<file path="config.mk">
export PLATFORM = sky130hd
export DESIGN_NAME = hazard_stall_controller
export DESIGN_NICKNAME = d
export VERILOG_FILES = /design/src/rtl/pipeline_pkg.sv /design/src/rtl/hazard_src_match.sv /design/src/rtl/hazard_stall_controller.sv
export SDC_FILE = /design/constraint.sdc
export NUM_CORES = 1
export LEC_CHECK = 0
export BUFFER_PORTS_ARGS = -buffer_cell sky130_fd_sc_hd__clkbuf_2
export CELL_PAD_IN_SITES_DETAIL_PLACEMENT = 2
export CELL_PAD_IN_SITES_GLOBAL_PLACEMENT = 2
export CORE_UTILIZATION = 31
export DETAILED_ROUTE_END_ITERATION = 7
export PLACE_DENSITY_LB_ADDON = 0.1
export REMOVE_ABC_BUFFERS = 1
export SETUP_SLACK_MARGIN = 0.2
export SYNTH_ARGS = -nofsm -noshare
export SYNTH_HDL_FRONTEND = slang
export SYNTH_SLANG_ARGS = --single-unit
</file>
<file path="constraint.sdc">
create_clock -name Clock -period 6.1 [get_ports Clock]
set_clock_uncertainty 0.05 [all_clocks]
set_input_delay 0.305 -clock Clock [delete_from_list [all_inputs] [get_ports Clock]]
set_output_delay 0.305 -clock Clock [all_outputs]
set_load 0.05 [all_outputs]
</file>
<file path="src/rtl/pipeline_pkg.sv">
// Shared pipeline definitions: register-index width, the hardwired zero register
// and the hazard-unit state encoding.
package pipeline_pkg;

   localparam int unsigned REG_ADDR_W = 5;
   localparam logic [REG_ADDR_W-1:0] REG_ZERO = '0;

   typedef enum logic {
      HZ_IDLE  = 1'b0,
      HZ_STALL = 1'b1
   } hazard_state_e;

endpackage : pipeline_pkg

</file>
<file path="src/rtl/hazard_src_match.sv">
// Source-operand match for one in-flight destination register.
// Ports:
//   dst_reg         destination register of the older instruction
//   rs, rt          source registers of the instruction in ID
//   uses_rs/uses_rt the ID instruction actually reads that source
//   match_c         destination feeds a source that is read (never for $0)
module hazard_src_match
   import pipeline_pkg::*;
#(
   parameter int unsigned REG_ADDR_W = 5
) (
   input  logic [REG_ADDR_W-1:0] dst_reg,
   input  logic [REG_ADDR_W-1:0] rs,
   input  logic [REG_ADDR_W-1:0] rt,
   input  logic                  uses_rs,
   input  logic                  uses_rt,
   output logic                  match_c
);

   // $0 is hardwired, so writes to it never create a dependency
   assign match_c = (dst_reg != REG_ADDR_W'(REG_ZERO)) &&
                    ((uses_rs && (dst_reg == rs)) || (uses_rt && (dst_reg == rt)));

endmodule : hazard_src_match

</file>
<file path="src/rtl/hazard_stall_controller.sv">
// Load-use / branch-operand hazard unit sitting beside ID. Holds PC and IF/ID and
// bubbles ID/EX for a counted number of cycles, flushes IF/ID on a taken branch,
// and keeps a saturating count of stalled cycles.
// Ports:
//   Clock, Reset                 rising-edge clock, synchronous active-high reset
//   ID_Rs/ID_Rt, ID_UsesRs/Rt    ID source registers and read flags
//   ID_IsBranch, BranchTaken     ID holds a branch / branch resolved taken
//   EX_Rd, EX_RegWrite, EX_MemRead      ID/EX destination info
//   MEM_Rd, MEM_RegWrite, MEM_MemRead   EX/MEM destination info
//   PC_WriteEnable, IFID_WriteEnable    1 = update (0 while stalling)
//   WriteEnableMuxControl        1 = pass ID controls, 0 = bubble
//   IFID_Flush                   zero IF/ID at next edge
//   StallActive                  stall this cycle
//   StallCycles                  saturating stalled-cycle count
module hazard_stall_controller
   import pipeline_pkg::*;
#(
   parameter int unsigned REG_ADDR_W   = 5,
   parameter int unsigned MEM_LAT      = 1,
   parameter int unsigned BRANCH_IN_ID = 1,
   parameter int unsigned CNT_W        = 3,
   parameter int unsigned PERF_W       = 32
) (
   input  logic                  Clock,
   input  logic                  Reset,
   input  logic [REG_ADDR_W-1:0] ID_Rs,
   input  logic [REG_ADDR_W-1:0] ID_Rt,
   input  logic                  ID_UsesRs,
   input  logic                  ID_UsesRt,
   input  logic                  ID_IsBranch,
   input  logic                  BranchTaken,
   input  logic [REG_ADDR_W-1:0] EX_Rd,
   input  logic                  EX_RegWrite,
   input  logic                  EX_MemRead,
   input  logic [REG_ADDR_W-1:0] MEM_Rd,
   input  logic                  MEM_RegWrite,
   input  logic                  MEM_MemRead,
   output logic                  PC_WriteEnable,
   output logic                  IFID_WriteEnable,
   output logic                  WriteEnableMuxControl,
   output logic                  IFID_Flush,
   output logic                  StallActive,
   output logic [PERF_W-1:0]     StallCycles
);

   // Configuration guard: the counter must hold MEM_LAT+1 and a zero latency is meaningless
   if ((MEM_LAT == 0) || ((MEM_LAT + 1) > ((32'd1 << CNT_W) - 1))) begin : g_bad_cfg
      $error("hazard_stall_controller: MEM_LAT out of range for CNT_W");
   end

   localparam logic [CNT_W-1:0] ONE_N    = CNT_W'(1);
   localparam logic [CNT_W-1:0] LAT_N    = CNT_W'(MEM_LAT);
   localparam logic [CNT_W-1:0] LAT_BR_N = CNT_W'(MEM_LAT + 1);

   hazard_state_e      state, state_nxt;
   logic [CNT_W-1:0]   cnt, cnt_nxt;
   logic [CNT_W-1:0]   n_req;
   logic               ex_match, mem_match;
   logic               branch_id;
   logic               ex_load_hit, br_ex_hit, br_mem_hit;
   logic               stall_c;

   hazard_src_match #(.REG_ADDR_W(REG_ADDR_W)) u_ex_match (
      .dst_reg (EX_Rd),
      .rs      (ID_Rs),
      .rt      (ID_Rt),
      .uses_rs (ID_UsesRs),
      .uses_rt (ID_UsesRt),
      .match_c (ex_match)
   );

   hazard_src_match #(.REG_ADDR_W(REG_ADDR_W)) u_mem_match (
      .dst_reg (MEM_Rd),
      .rs      (ID_Rs),
      .rt      (ID_Rt),
      .uses_rs (ID_UsesRs),
      .uses_rt (ID_UsesRt),
      .match_c (mem_match)
   );

   // Hazard classification
   assign branch_id   = (BRANCH_IN_ID != 0) && ID_IsBranch;
   assign ex_load_hit = EX_MemRead && EX_RegWrite && ex_match;
   assign br_ex_hit   = branch_id && EX_RegWrite && !EX_MemRead && ex_match;
   assign br_mem_hit  = branch_id && MEM_MemRead && MEM_RegWrite && mem_match;

   // Required stall length: largest applicable rule wins
   always_comb begin
      n_req = '0;
      if (ex_load_hit) n_req = branch_id ? LAT_BR_N : LAT_N;
      if (br_ex_hit  && (n_req < ONE_N)) n_req = ONE_N;
      if (br_mem_hit && (n_req < LAT_N)) n_req = LAT_N;
   end

   // State / counter register
   always_ff @(posedge Clock) begin
      if (Reset) begin
         state <= HZ_IDLE;
         cnt   <= '0;
      end else begin
         state <= state_nxt;
         cnt   <= cnt_nxt;
      end
   end

   // Next state; the first stall cycle is taken in IDLE so latency is zero
   always_comb begin
      state_nxt = state;
      cnt_nxt   = cnt;
      stall_c   = 1'b0;
      case (state)
         HZ_IDLE: begin
            if (n_req != '0) begin
               stall_c = 1'b1;
               cnt_nxt = n_req - ONE_N;
               if (n_req > ONE_N) state_nxt = HZ_STALL;
            end
         end
         HZ_STALL: begin
            stall_c = 1'b1;
            cnt_nxt = cnt - ONE_N;
            if (cnt == ONE_N) state_nxt = HZ_IDLE;
         end
         default: begin
            state_nxt = HZ_IDLE;
            cnt_nxt   = '0;
         end
      endcase
      // Reset overrides everything visible this cycle
      if (Reset) stall_c = 1'b0;
   end

   assign PC_WriteEnable        = !stall_c;
   assign IFID_WriteEnable      = !stall_c;
   assign WriteEnableMuxControl = !stall_c;
   assign StallActive           = stall_c;
   // Taken branch during a stall is ignored: its operands are not valid yet
   assign IFID_Flush            = BranchTaken && !stall_c && !Reset;

   // Saturating stalled-cycle counter
   always_ff @(posedge Clock) begin
      if (Reset) begin
         StallCycles <= '0;
      end else if (stall_c && (StallCycles != '1)) begin
         StallCycles <= StallCycles + PERF_W'(1);
      end
   end

endmodule : hazard_stall_controller

</file>
; ---- Word level (Yosys, flattened, before mapping)
; Index checks and enable logic that the tools add are counted.
[word_totals]
reg_bits = 36
in_bits = 30
out_inout_bits = 37
elab_cells = 57
[op_classes]
n_addsub = 3
order_cmp = 3
eq_ne = 7
muxes = 13
bitwise = 1
reduce_logical = 27
[op_table]
columns = operator, count
row1 = $add 32x1->32 const B, 1
row2 = $ne 32x32->1 const B, 1
row3 = $eq 5x5->1, 4
row4 = $logic_and 1x1->1, 19
row5 = $mux 3, 4
row6 = $reduce_bool 5->1, 2
row7 = $lt 3x1->1 const B, 2
row8 = $pmux 3 s2, 1
row9 = $sub 3x1->3 const B, 2
row10 = $mux 1, 5
row11 = $pmux 1 s2, 2
row12 = $eq 3x1->1 const B, 1
row13 = $gt 3x1->1 const B, 1
row14 = $logic_not 1->1, 3
row15 = $reduce_bool 3->1, 1
row16 = $logic_or 1x1->1, 2
row17 = $mux 2, 1
row18 = $ne 2x2->1 const B, 1
row19 = $not 1->1, 1

; ---- Logic depth before layout (Yosys ltp)
; Gate-level depths: netlist (run 1).
[depth]
ltp_word = 19
ltp_mapped = 13
depth_no_buf = 12

; ---- Modules after synthesis
; From an unflattened synthesis (run 1), not the netlist that was laid out.
[unflattened]
hier_cells = 258
hier_area_um2 = 2155.8
[modules_own_cells]
columns = module, n_inst, cells_each, area_per_inst_um2, seq_area_each_um2
row1 = hazard_stall_controller, 1, 224, 1890.6, 720.7
row2 = hazard_src_match, 2, 17, 132.6, 0.0

; ---- Worst setup path after synthesis (run 1)
; Ideal clock, no wire load.
[synth_path]
kind = input port to output port
from = input port EX_Rd[1]
to = output port PC_WriteEnable
arrival_ps = 3306
t_required_ps = 5745
slack_ps = 2439
path_stages = 10
path_buffers = 2
path_cell_list = or4_1 > o21a_1 > nand4_1 > nand2_1 > ha_1 > nor2b_4 > buf_6 > nor2_1 > inv_1 > buf_4
[synth_between]
elab_chain_len = 17
elab_cells_between_ends = 21
classes_between = order compare (2) / eq/ne (2) / mux (6) / reduce/logical (11)
[synth_lines]
columns = element, line_no
row1 = start: declaration, hazard_stall_controller.sv:32  ; input logic [REG_ADDR_W-1:0] EX_Rd,
row2 = $eq 5x5->1, hazard_src_match.sv:22  ; ((uses_rs && (dst_reg == rs)) || (uses_rt && (dst_reg == rt)));
row3 = $logic_and 1x1->1, hazard_src_match.sv:22
row4 = $logic_or 1x1->1, hazard_src_match.sv:22
row5 = $logic_and 1x1->1 *, hazard_src_match.sv:21  ; assign match_c = (dst_reg != REG_ADDR_W'(REG_ZERO)) &&
row6 = $logic_and 1x1->1, hazard_stall_controller.sv:83  ; assign ex_load_hit = EX_MemRead && EX_RegWrite && ex_match;
row7 = $mux 3, hazard_stall_controller.sv:90  ; if (ex_load_hit) n_req = branch_id ? LAT_BR_N : LAT_N;
row8 = $lt 3x1->1, hazard_stall_controller.sv:91  ; if (br_ex_hit && (n_req < ONE_N)) n_req = ONE_N;
row9 = $logic_and 1x1->1, hazard_stall_controller.sv:91
row10 = [... 2 more ...], --
row11 = $logic_and 1x1->1, hazard_stall_controller.sv:92  ; if (br_mem_hit && (n_req < LAT_N)) n_req = LAT_N;
row12 = $mux 3 *, hazard_stall_controller.sv:92
row13 = $reduce_bool 3->1 *, hazard_stall_controller.sv:113  ; if (n_req != '0) begin
row14 = $mux 1 *, hazard_stall_controller.sv:113
row15 = $pmux 1 s2 *, hazard_stall_controller.sv:111  ; case (state)
row16 = $mux 1 *, hazard_stall_controller.sv:130  ; if (Reset) stall_c = 1'b0;
row17 = via StallActive, hazard_stall_controller.sv:42  ; output logic StallActive,
row18 = $logic_not 1->1 *, --
row19 = end: declaration, hazard_stall_controller.sv:38  ; output logic PC_WriteEnable,
; The timed path passes the listed nets; every way through them passes the cells marked *.

; ---- Final worst setup path (run 1)
[layout_path]
from = input port EX_Rd[1]
to = register StallCycles[31]
[layout_between]
elab_chain_len = 17
elab_cells_between_ends = 21
classes_between = order compare (2) / eq/ne (2) / mux (6) / reduce/logical (11)
[layout_lines]
columns = element, line_no
row1 = $eq 5x5->1, hazard_src_match.sv:22
row2 = $logic_and 1x1->1, hazard_src_match.sv:22
row3 = $logic_or 1x1->1, hazard_src_match.sv:22
row4 = $logic_and 1x1->1 *, hazard_src_match.sv:21
row5 = $logic_and 1x1->1, hazard_stall_controller.sv:83
row6 = $mux 3, hazard_stall_controller.sv:90
row7 = $lt 3x1->1, hazard_stall_controller.sv:91
row8 = $logic_and 1x1->1, hazard_stall_controller.sv:91
row9 = $mux 3 *, hazard_stall_controller.sv:91
row10 = $lt 3x1->1, hazard_stall_controller.sv:92
row11 = $logic_and 1x1->1, hazard_stall_controller.sv:92
row12 = $mux 3 *, hazard_stall_controller.sv:92
row13 = $reduce_bool 3->1 *, hazard_stall_controller.sv:113
row14 = $mux 1 *, hazard_stall_controller.sv:113
row15 = $pmux 1 s2 *, hazard_stall_controller.sv:111
row16 = $mux 1 *, hazard_stall_controller.sv:130
row17 = $logic_and 1x1->1 *, hazard_stall_controller.sv:144  ; end else if (stall_c && (StallCycles != '1)) begin
row18 = end signal: assignment, hazard_stall_controller.sv:145  ; StallCycles <= StallCycles + PERF_W'(1);
row19 = end: declaration, hazard_stall_controller.sv:43  ; output logic [PERF_W-1:0] StallCycles
; Mark *: on every way between the ends. The rest lies on a longest branch, timed or not.
; A chain may end at the register's enable or synchronous reset.

==> run metrics, run 1 <==
largest net degree at the start of global routing=43; Leak=1.04 nW; routed wire length=6300 um; Setup Total Neg Slack=0 ns; post-route insts no fill=393; filler cell count=802; VDD IR max=0.0000980 V; clk_lat worst skew=0.29 ns; fin util=39.8%; setup violators final=0; top-area cell type share of the netlist area=33.7%; Cells after DPL=386; met2 usage=31.7%; CTS Hold Buffers Added=0; CTS tree=done; wire length per cell=16.0 um; Avg Cell Area, Syn=8.48 um2; Routed Antenna Nets=0; PnR worst setup slack=2.99 ns; initial antenna violation count=0; final hold slack=0.452 ns; Ant. Diodes=0; ys flop type=dfxtp_1; Clock Tree Root=clkbuf_8; core area=0.00649 mm2; Clock power frac=36.9%; DR vias=2070; top cell type by total area after synthesis=dfxtp_1; status=completed; endpoints failing hold=0; clock slew at reported path FFs=0.08 ns; Syn. warnings=0; CP startpoint kind=input port; max-slew violation count=0; Synth Instances=252; worst path required time=6.20 ns; Post-DP HPWL=4950 um; vias per cell=5.27; number of synthesized flops with an enable pin=0; Setup WS pre-CTS=2.65 ns; # clock sinks=36; Area Growth Syn to Fin=21.1%; sequential share of power=52.5%; sw frac=25.8%; TritonCTS buffer count=5; worst slew pin tran=1.08 ns; total gr overflow=0; Comb power frac=10.6%; fin crit period=3.11 ns; GR Util met3=3.70%; FF+latch count, synth=36; synth unique cells=44; placed standard-cell area=0.00251 mm2; synthesized area=0.00214 mm2; final cycle utilization of the critical path=51.1%; Die Y=85.0 um; layout cell share with drive strength beyond 1=27.2%; met1 Use GR=24.3%; total die area=0.00723 mm2; Longest Clk Path Bufs=2; crit-path max FO=10; Power Internal=335 uW; commonest non-fill, non-tap cell in the layout=clkbuf_2; total of max-cap violations=0; vias in the first global route=2201; Synth area leaders=dfxtp_1 34%, xnor2_1 11%, xor2_1 7.0%; gr usage total=18.7%; CP arrival=3.22 ns; post-cts sizing count=0; I/O Buffers=66; RSZ-0062 raised after global routing=no; std cell rows=29; final instance area=0.00259 mm2; DRC errors left=0; most crowded layer after global routing=met2; pwr dens=174 mW/mm2; post-CTS setup buffer count=0; CP Capture Type=flip-flop; Initial Util=32.9%; Power Total=451 uW; Nets=351; I/O pin count=67; Post-synth ARST share=0%; Hold Path Class=in -> reg; max_slew headroom=27.1%; first drt pass iteration count=3; Starting DRT DRC Count=44; chip width=85.0 um; Psw=116 uW; htree depth=2; most frequent cells in the layout=66 x clkbuf_2, 36 x dfxtp_1, 32 x nor2_1, 28 x xnor2_1, 18 x nand3_1; global-route wire length before repair=10700 um; Seq/Total Area, Yosys=33.7%; Setup CP Type=in -> reg; Max Fclk=0.321 GHz; Final GP Congestion=0.815
worst max-delay path, stage by stage:
cell	delay, ns
clkbuf_2	0.11
or4_1	0.52
o21a_1	0.20
nand4_1	0.17
nand2_1	0.11
ha_1	0.25
nor2b_4	0.18
or3_1	0.43
nor2_1	0.49
nand4b_1	0.20
xor2_1	0.19
nor2_1	0.05
sequential cells by signal (all words and copies together), names as in the netlist:
name,count
StallCycles,32
cnt,3
state,1
metal layers:
metal	wire length, um	up-vias
li1	-	1021
met1	3130	1012
met2	2930	33
met3	184	4
met4	54	0
met5	0	-
synth_stat cells, types with 2 or more instances:
cell and count:
a21oi_1 8, and3_1 10, and4_1 4, buf_4 2, buf_6 2, clkbuf_1 5
dfxtp_1 36, ha_1 5, inv_1 5, mux2_2 2, nand2_1 13, nand3_1 18
nand4_1 11, nand4_2 2, nand4b_1 2, nor2_1 32, nor3_1 9, o21ai_0 6
o22ai_1 2, o311ai_0 2, o41ai_1 2, or2_2 3, or3_1 5, or3_4 2
or4_1 2, xnor2_1 28, xor2_1 17
worst paths after layout:
check,start,slack (ns),endpoint,cells after the start
setup / recovery,EX_Rd[1],2.99,StallCycles[31]$_SDFFE_PP0P_,12
hold / removal,EX_MemRead,0.45,state$_SDFF_PP0_,4
setup reg to reg,StallCycles[3]$_SDFFE_PP0P_,3.65,StallCycles[31]$_SDFFE_PP0P_,6
hold reg to reg,cnt[2]$_SDFFE_PP0N_,0.47,cnt[2]$_SDFFE_PP0N_,2
logic make-up (layout without fill, tap and decap cells):
| family | Yosys count | count (layout) | share of synthesized area, % |
|---|---|---|---|
| and+or+nand+nor | 122 | 122 | 31.9 |
| adders and majority gates | 5 | 5 | 2.93 |
| AOI/OAI and AO/OA | 27 | 27 | 8.26 |
| buffers and inverters | 15 | 79 | 3.75 |
| xor gates and xnor gates | 45 | 45 | 18.4 |
| muxes | 2 | 2 | 1.05 |
| DFF | 36 | 36 | 33.7 |
area by class of cell:
cell class                      count  area (um2)  area share, %
Clock buffer                        6        72.6           2.80
Clock inverter                      1        5.00          0.193
Inverter                            5        18.8          0.725
Multi-Input combinational cell    201        1340           51.6
Sequential cell                    36         721           27.9
Tap cell                           77        96.3           3.72
Timing Repair Buffer               67         338           13.1
power by group through the flow:
stage | clock network (mW) | logic, mW | registers (mW)
global placement | 0 | 0.0475 | 0.242
finish | 0.166 | 0.0479 | 0.237
CTS | 0.172 | 0.0490 | 0.237
global route | 0.182 | 0.0528 | 0.237
floorplan | 0 | 0.0235 | 0.243
detailed placement | 0 | 0.0488 | 0.242
(Power assumes the default switching activity.)
==> run 2: changes to the inputs <==
- CORE_UTILIZATION: 31 -> 29
- clock period: 6.1 -> 2.9 ns (I/O delays scaled with it)
==> run 2 against run 1 <==
Net effect: routed wire length up 2.6%; cell count up 7.9%; core utilization down 0.63 points; sequential cell count unchanged; setup slack worse by 2.7 ns; sequential power up 110%; critical path depth down 1; via count up 1.1%; combinational power up 120%; critical path type unchanged; critical endpoint is now StallCycles[16]$_SDFFE_PP0P_.
==> run metrics, run 2 (same netlist as run 1, synthesis figures left out) <==
biggest regs=StallCycles (32), cnt (3), state (1); placed standard-cell area=0.00262 mm2; max-slew violation count=0; layout cell share with drive strength beyond 1=31.1%; clock slew at reported path FFs=0.07 ns; Area Growth Syn to Fin=27.4%; vias in the first global route=2224; status=completed; fin util=39.2%; I/O pin count=67; reg-to-reg slack, setup=0.60 ns; Die Y=87.8 um; clk_lat worst skew=0.29 ns; Largest Register=StallCycles; endpoints failing hold=0; pwr dens=347 mW/mm2; worst r2r src=StallCycles[0]$_SDFFE_PP0P_; post-route insts no fill=424; CP startpoint kind=input port; Final GP Congestion=0.827; largest net degree at the start of global routing=31; max reg flops=32; HP Start=Reset; global-route wire length before repair=10600 um; initial antenna violation count=0; Ant. Diodes=0; Nets=363; Routed Antenna Nets=0; Starting DRT DRC Count=30; htree depth=2; wire length per cell=15.2 um; total gr overflow=0; setup violators final=0; Hold Path Class=in -> reg; Leak=1.10 nW; CP Capture Type=flip-flop; Worst Setup SP=EX_Rd[1]; PnR worst setup slack=0.287 ns; TritonCTS buffer count=5; Setup WS pre-CTS=-0.0177 ns; final cycle utilization of the critical path=90.1%; vias per cell=4.93; commonest non-fill, non-tap cell in the layout=clkbuf_2; worst slew pin tran=0.382 ns; RSZ-0062 raised after global routing=no; total die area=0.00772 mm2; DR vias=2092; Setup CP Type=in -> reg; Post-DP HPWL=5120 um; VDD IR max=0.000168 V; Clock Tree Root=clkbuf_8; total of max-cap violations=0; fin crit period=2.61 ns; core area=0.00694 mm2; Cells after DPL=417; most frequent cells in the layout=66 x clkbuf_2, 36 x dfxtp_1, 32 x nor2_1, 28 x xnor2_1, 18 x nand3_1; post-CTS setup buffer count=0; max_slew headroom=74.3%; # clock sinks=36; Max Fclk=0.383 GHz; Longest Clk Path Bufs=2; chip width=87.8 um; CP arrival=2.78 ns; gr usage total=17.7%; routed wire length=6460 um; final instance area=0.00272 mm2; crit-path max FO=4; worst path required time=3.07 ns; CTS tree=done; first drt pass iteration count=3; DRC errors left=0; std cell rows=30; Initial Util=30.8%; I/O Buffers=66
==> run 2: changes by cell type in the layout (fill, tap and decap cells not counted), sizes merged <==
cell,before,now
buf,1,13
==> run 2: what timing repair did <==
action	in CTS	in global routing
gates resized for setup	0	5
setup endpoints to repair	0	9
hold buffers	0	0
==> run 2: final timing paths <==
path                                        to  cells past startpoint
setup / recovery  StallCycles[16]$_SDFFE_PP0P_                     11
setup reg to reg   StallCycles[4]$_SDFFE_PP0P_                      7
hold / removal     StallCycles[1]$_SDFFE_PP0P_                      2
hold reg to reg            cnt[2]$_SDFFE_PP0N_                      2
==> run 2: final cells by class <==
class / instances / area, um2
well taps: 96 / 120
clock inverters: 1 / 5.00
repair buffers: 79 / 432
inverters: 5 / 18.8
fillers: 851 / 4220
multi-input cells: 201 / 1350
flip-flops and latches: 36 / 721
clock buffers: 6 / 72.6
==> run 2: per-layer routing <==
layer | share of wire [%] | global-route usage [%]
met1 | 47 | 21.5
met3 | 3.0 | 3.11
met5 | 0 | 0
met2 | 49 | 31.7
met4 | 1.1 | 5.51
==> run 2: critical path, cell delays in order <==
cell	delay, ns
clkbuf_2	0.11
or4_1	0.52
o21a_1	0.21
nand4_1	0.11
nand2_1	0.09
ha_2	0.18
nor2b_4	0.13
or3_4	0.41
or3_4	0.41
or3_1	0.32
a21oi_1	0.15
==> run 2: power breakdown <==
| part | switching, mW | internal, mW |
|---|---|---|
| Combinational | 0.0566 | 0.0468 |
| Clock | 0.179 | 0.163 |
| Sequential | 0.00183 | 0.496 |
| Total | 0.237 | 0.706 |
==> run 2: per-stage QoR <==
stage | TNS, ns | power [mW] | hold slack, ns
detailed placement | -0.0375 | 0.615 | 0.433
global route | 0 | 0.996 | 0.210
finish | 0 | 0.944 | 0.187
CTS | 0 | 0.967 | 0.194
floorplan | -2.00 | 0.560 | 0.164
global placement | 0 | 0.613 | 0.422
==> run 3: changes to the inputs <==
- ABC_AREA: default -> 1
- CORE_UTILIZATION: 29 -> 28
==> run 3 against run 2 <==
Net effect: clock-buffer cell count did not move; largest power group unchanged; synthesized cell count grew 89%; non-clock buffer count fell by 11; global-route usage is 1.4 points higher; hold slack got worse by 0.0096 ns; die area rose by 39%; fmax up 12%; combinational power up 23%; routed wire length increased by 55%.
==> run metrics, run 3 <==
total gr overflow=0; Ant. Diodes=0; wire length per cell=14.8 um; Leak=1.45 nW; fin util=34.7%; clock slew at reported path FFs=0.08 ns; vias per cell=4.79; max-slew violation count=0; final cycle utilization of the critical path=80.1%; ys flop type=dfxtp_1; Hold Path Class=in -> reg; Syn. warnings=0; CTS Hold Buffers Added=0; top post-synthesis cells by count=184 x nand2_1, 66 x nor2_1, 44 x inv_1; DR vias=3239; biggest regs=StallCycles (32), cnt (3), state (1); Power Total=1.08 mW; total die area=0.0107 mm2; max_slew headroom=67.8%; Seq/Total Area, Yosys=25.0%; I/O Buffers=66; cells along the critical path=clkbuf_2 -> inv_1 -> nand2_1 -> nand2_1 -> nor2_1 -> nand3_1 -> a21oi_1 -> nand2_1 -> nand2_1 -> inv_1 -> ha_1 -> inv_1 -> nor2_1 -> nor2_1 -> nand2_4 -> inv_4 -> nand3_1 -> nand2_1 -> nor2_1; Area Growth Syn to Fin=18.5%; initial antenna violation count=0; Max Fclk=0.430 GHz; post-CTS setup buffer count=0; most frequent cells in the layout=184 x nand2_1, 66 x nor2_1, 66 x clkbuf_2, 44 x inv_1, 36 x dfxtp_1; chip width=104 um; filler cell count=1262; Cells after DPL=668; Largest Register=StallCycles; DRC errors left=0; htree depth=2; pwr dens=317 mW/mm2; slowest CP cell=inv_4; number of synthesized flops with an enable pin=0; status=completed; routed wire length=10000 um; post-route insts no fill=676; worst path required time=3.04 ns; gr usage total=19.1%; vias in the first global route=3360; # clock sinks=36; VDD IR max=0.000186 V; total of max-cap violations=0; largest net degree at the start of global routing=31; setup violators final=0; Avg Cell Area, Syn=6.05 um2; Synth area leaders=dfxtp_1 25%, nand2_1 24%, nor2_1 8.6%; Initial Util=29.2%; Critical Path Most Common Cell=nand2_1; Setup CP Type=in -> reg; Clock Tree Root=clkbuf_8; worst slew pin tran=0.484 ns; synthesized area=0.00289 mm2; CTS tree=done; Synth Instances=477; top-area cell type share of the netlist area=25.0%; I/O pin count=67; worst stage delay on the critical path=0.31 ns; CP Capture Type=flip-flop; endpoints failing hold=0; FF+latch count, synth=36; CP startpoint kind=input port; max reg flops=32; fin crit period=2.32 ns; crit-path max FO=28; RSZ-0062 raised after global routing=no; reg-to-reg slack, setup=0.61 ns; most numerous cell in the Yosys netlist=nand2_1; Nets=577; Starting DRT DRC Count=54; std cell rows=36; synth unique cells=29; final hold slack=0.178 ns; clk_lat worst skew=0.30 ns; Routed Antenna Nets=0; Post-synth ARST share=0%; first drt pass iteration count=4; post-cts sizing count=0; global-route wire length before repair=16500 um; top cell type by total area after synthesis=dfxtp_1; TritonCTS buffer count=5; Longest Clk Path Bufs=2; CP arrival=2.46 ns; commonest non-fill, non-tap cell in the layout=nand2_1; Post-DP HPWL=8350 um; Final GP Congestion=0.802; core area=0.00986 mm2; Setup Total Neg Slack=0 ns; layout cell share with drive strength beyond 1=24.3%; Die Y=104 um
## run 3: cell count changes after synthesis, moves of 13 or more
cell and change:
inv_1 +39, nand2_2 +19, nand2_1 +171, xnor2_1 -24, nand3b_1 +13, a21oi_2 +24
nor2_1 +34
## run 3: cell families after synthesis
kind of cell / count (synthesis) / synth area share (%)
buffers and inverters: 60 / 9.58
AOI/OAI and AO/OA: 44 / 10.9
and+or+nand+nor: 317 / 47.8
DFF: 36 / 25.0
xor gates and xnor gates: 15 / 4.55
adders and majority gates: 5 / 2.17
## run 3: final timing paths
kind,startpoint,end,cells past startpoint
min reg2reg,StallCycles[1]$_SDFFE_PP0P_,StallCycles[1]$_SDFFE_PP0P_,2
max reg2reg,StallCycles[0]$_SDFFE_PP0P_,StallCycles[15]$_SDFFE_PP0P_,10
min,ID_IsBranch,state$_SDFF_PP0_,3
max,MEM_Rd[3],StallCycles[2]$_SDFFE_PP0P_,19
## run 3: worst max-delay path: cells and delay by family
kind            cells  cell delay, ns
compound gates      1            0.15
fa+ha+maj           1            0.19
buf+inv             5            0.58
simple gates       12            1.38
## run 3: where the power goes
part	internal, mW	switching, mW	total, mW
Clock	0.256	0.201	0.457
Sequential	0.496	0.00227	0.499
Combinational	0.0405	0.0867	0.127
Total	0.793	0.290	1.08
## run 3: layer usage
| metal | global-route usage (%) | share of wire, % |
|---|---|---|
| met5 | 0 | 0 |
| met4 | 2.80 | 0.48 |
| met3 | 2.77 | 2.7 |
| met2 | 32.5 | 46 |
| met1 | 26.0 | 51 |
## run 3: layout make-up
cell class,instances,area [um2],area share (%)
clock buffer,6,72.6,2.12
clock inverter,2,35.0,1.02
inverter,50,190,5.56
multi-input combinational,381,1890,55.2
sequential,36,721,21.1
tap,133,166,4.87
timing repair buffer,68,345,10.1
## run 3: per-stage QoR
step / instance area (um2) / worst slack (ns)
2_1_floorplan: 2800 / 0.00548
3_3_place_gp: 3310 / 0.354
3_5_place_dp: 3310 / 0.197
4_1_cts: 3420 / 0.506
5_1_grt: 3420 / 0.236
6_report: 3420 / 0.576
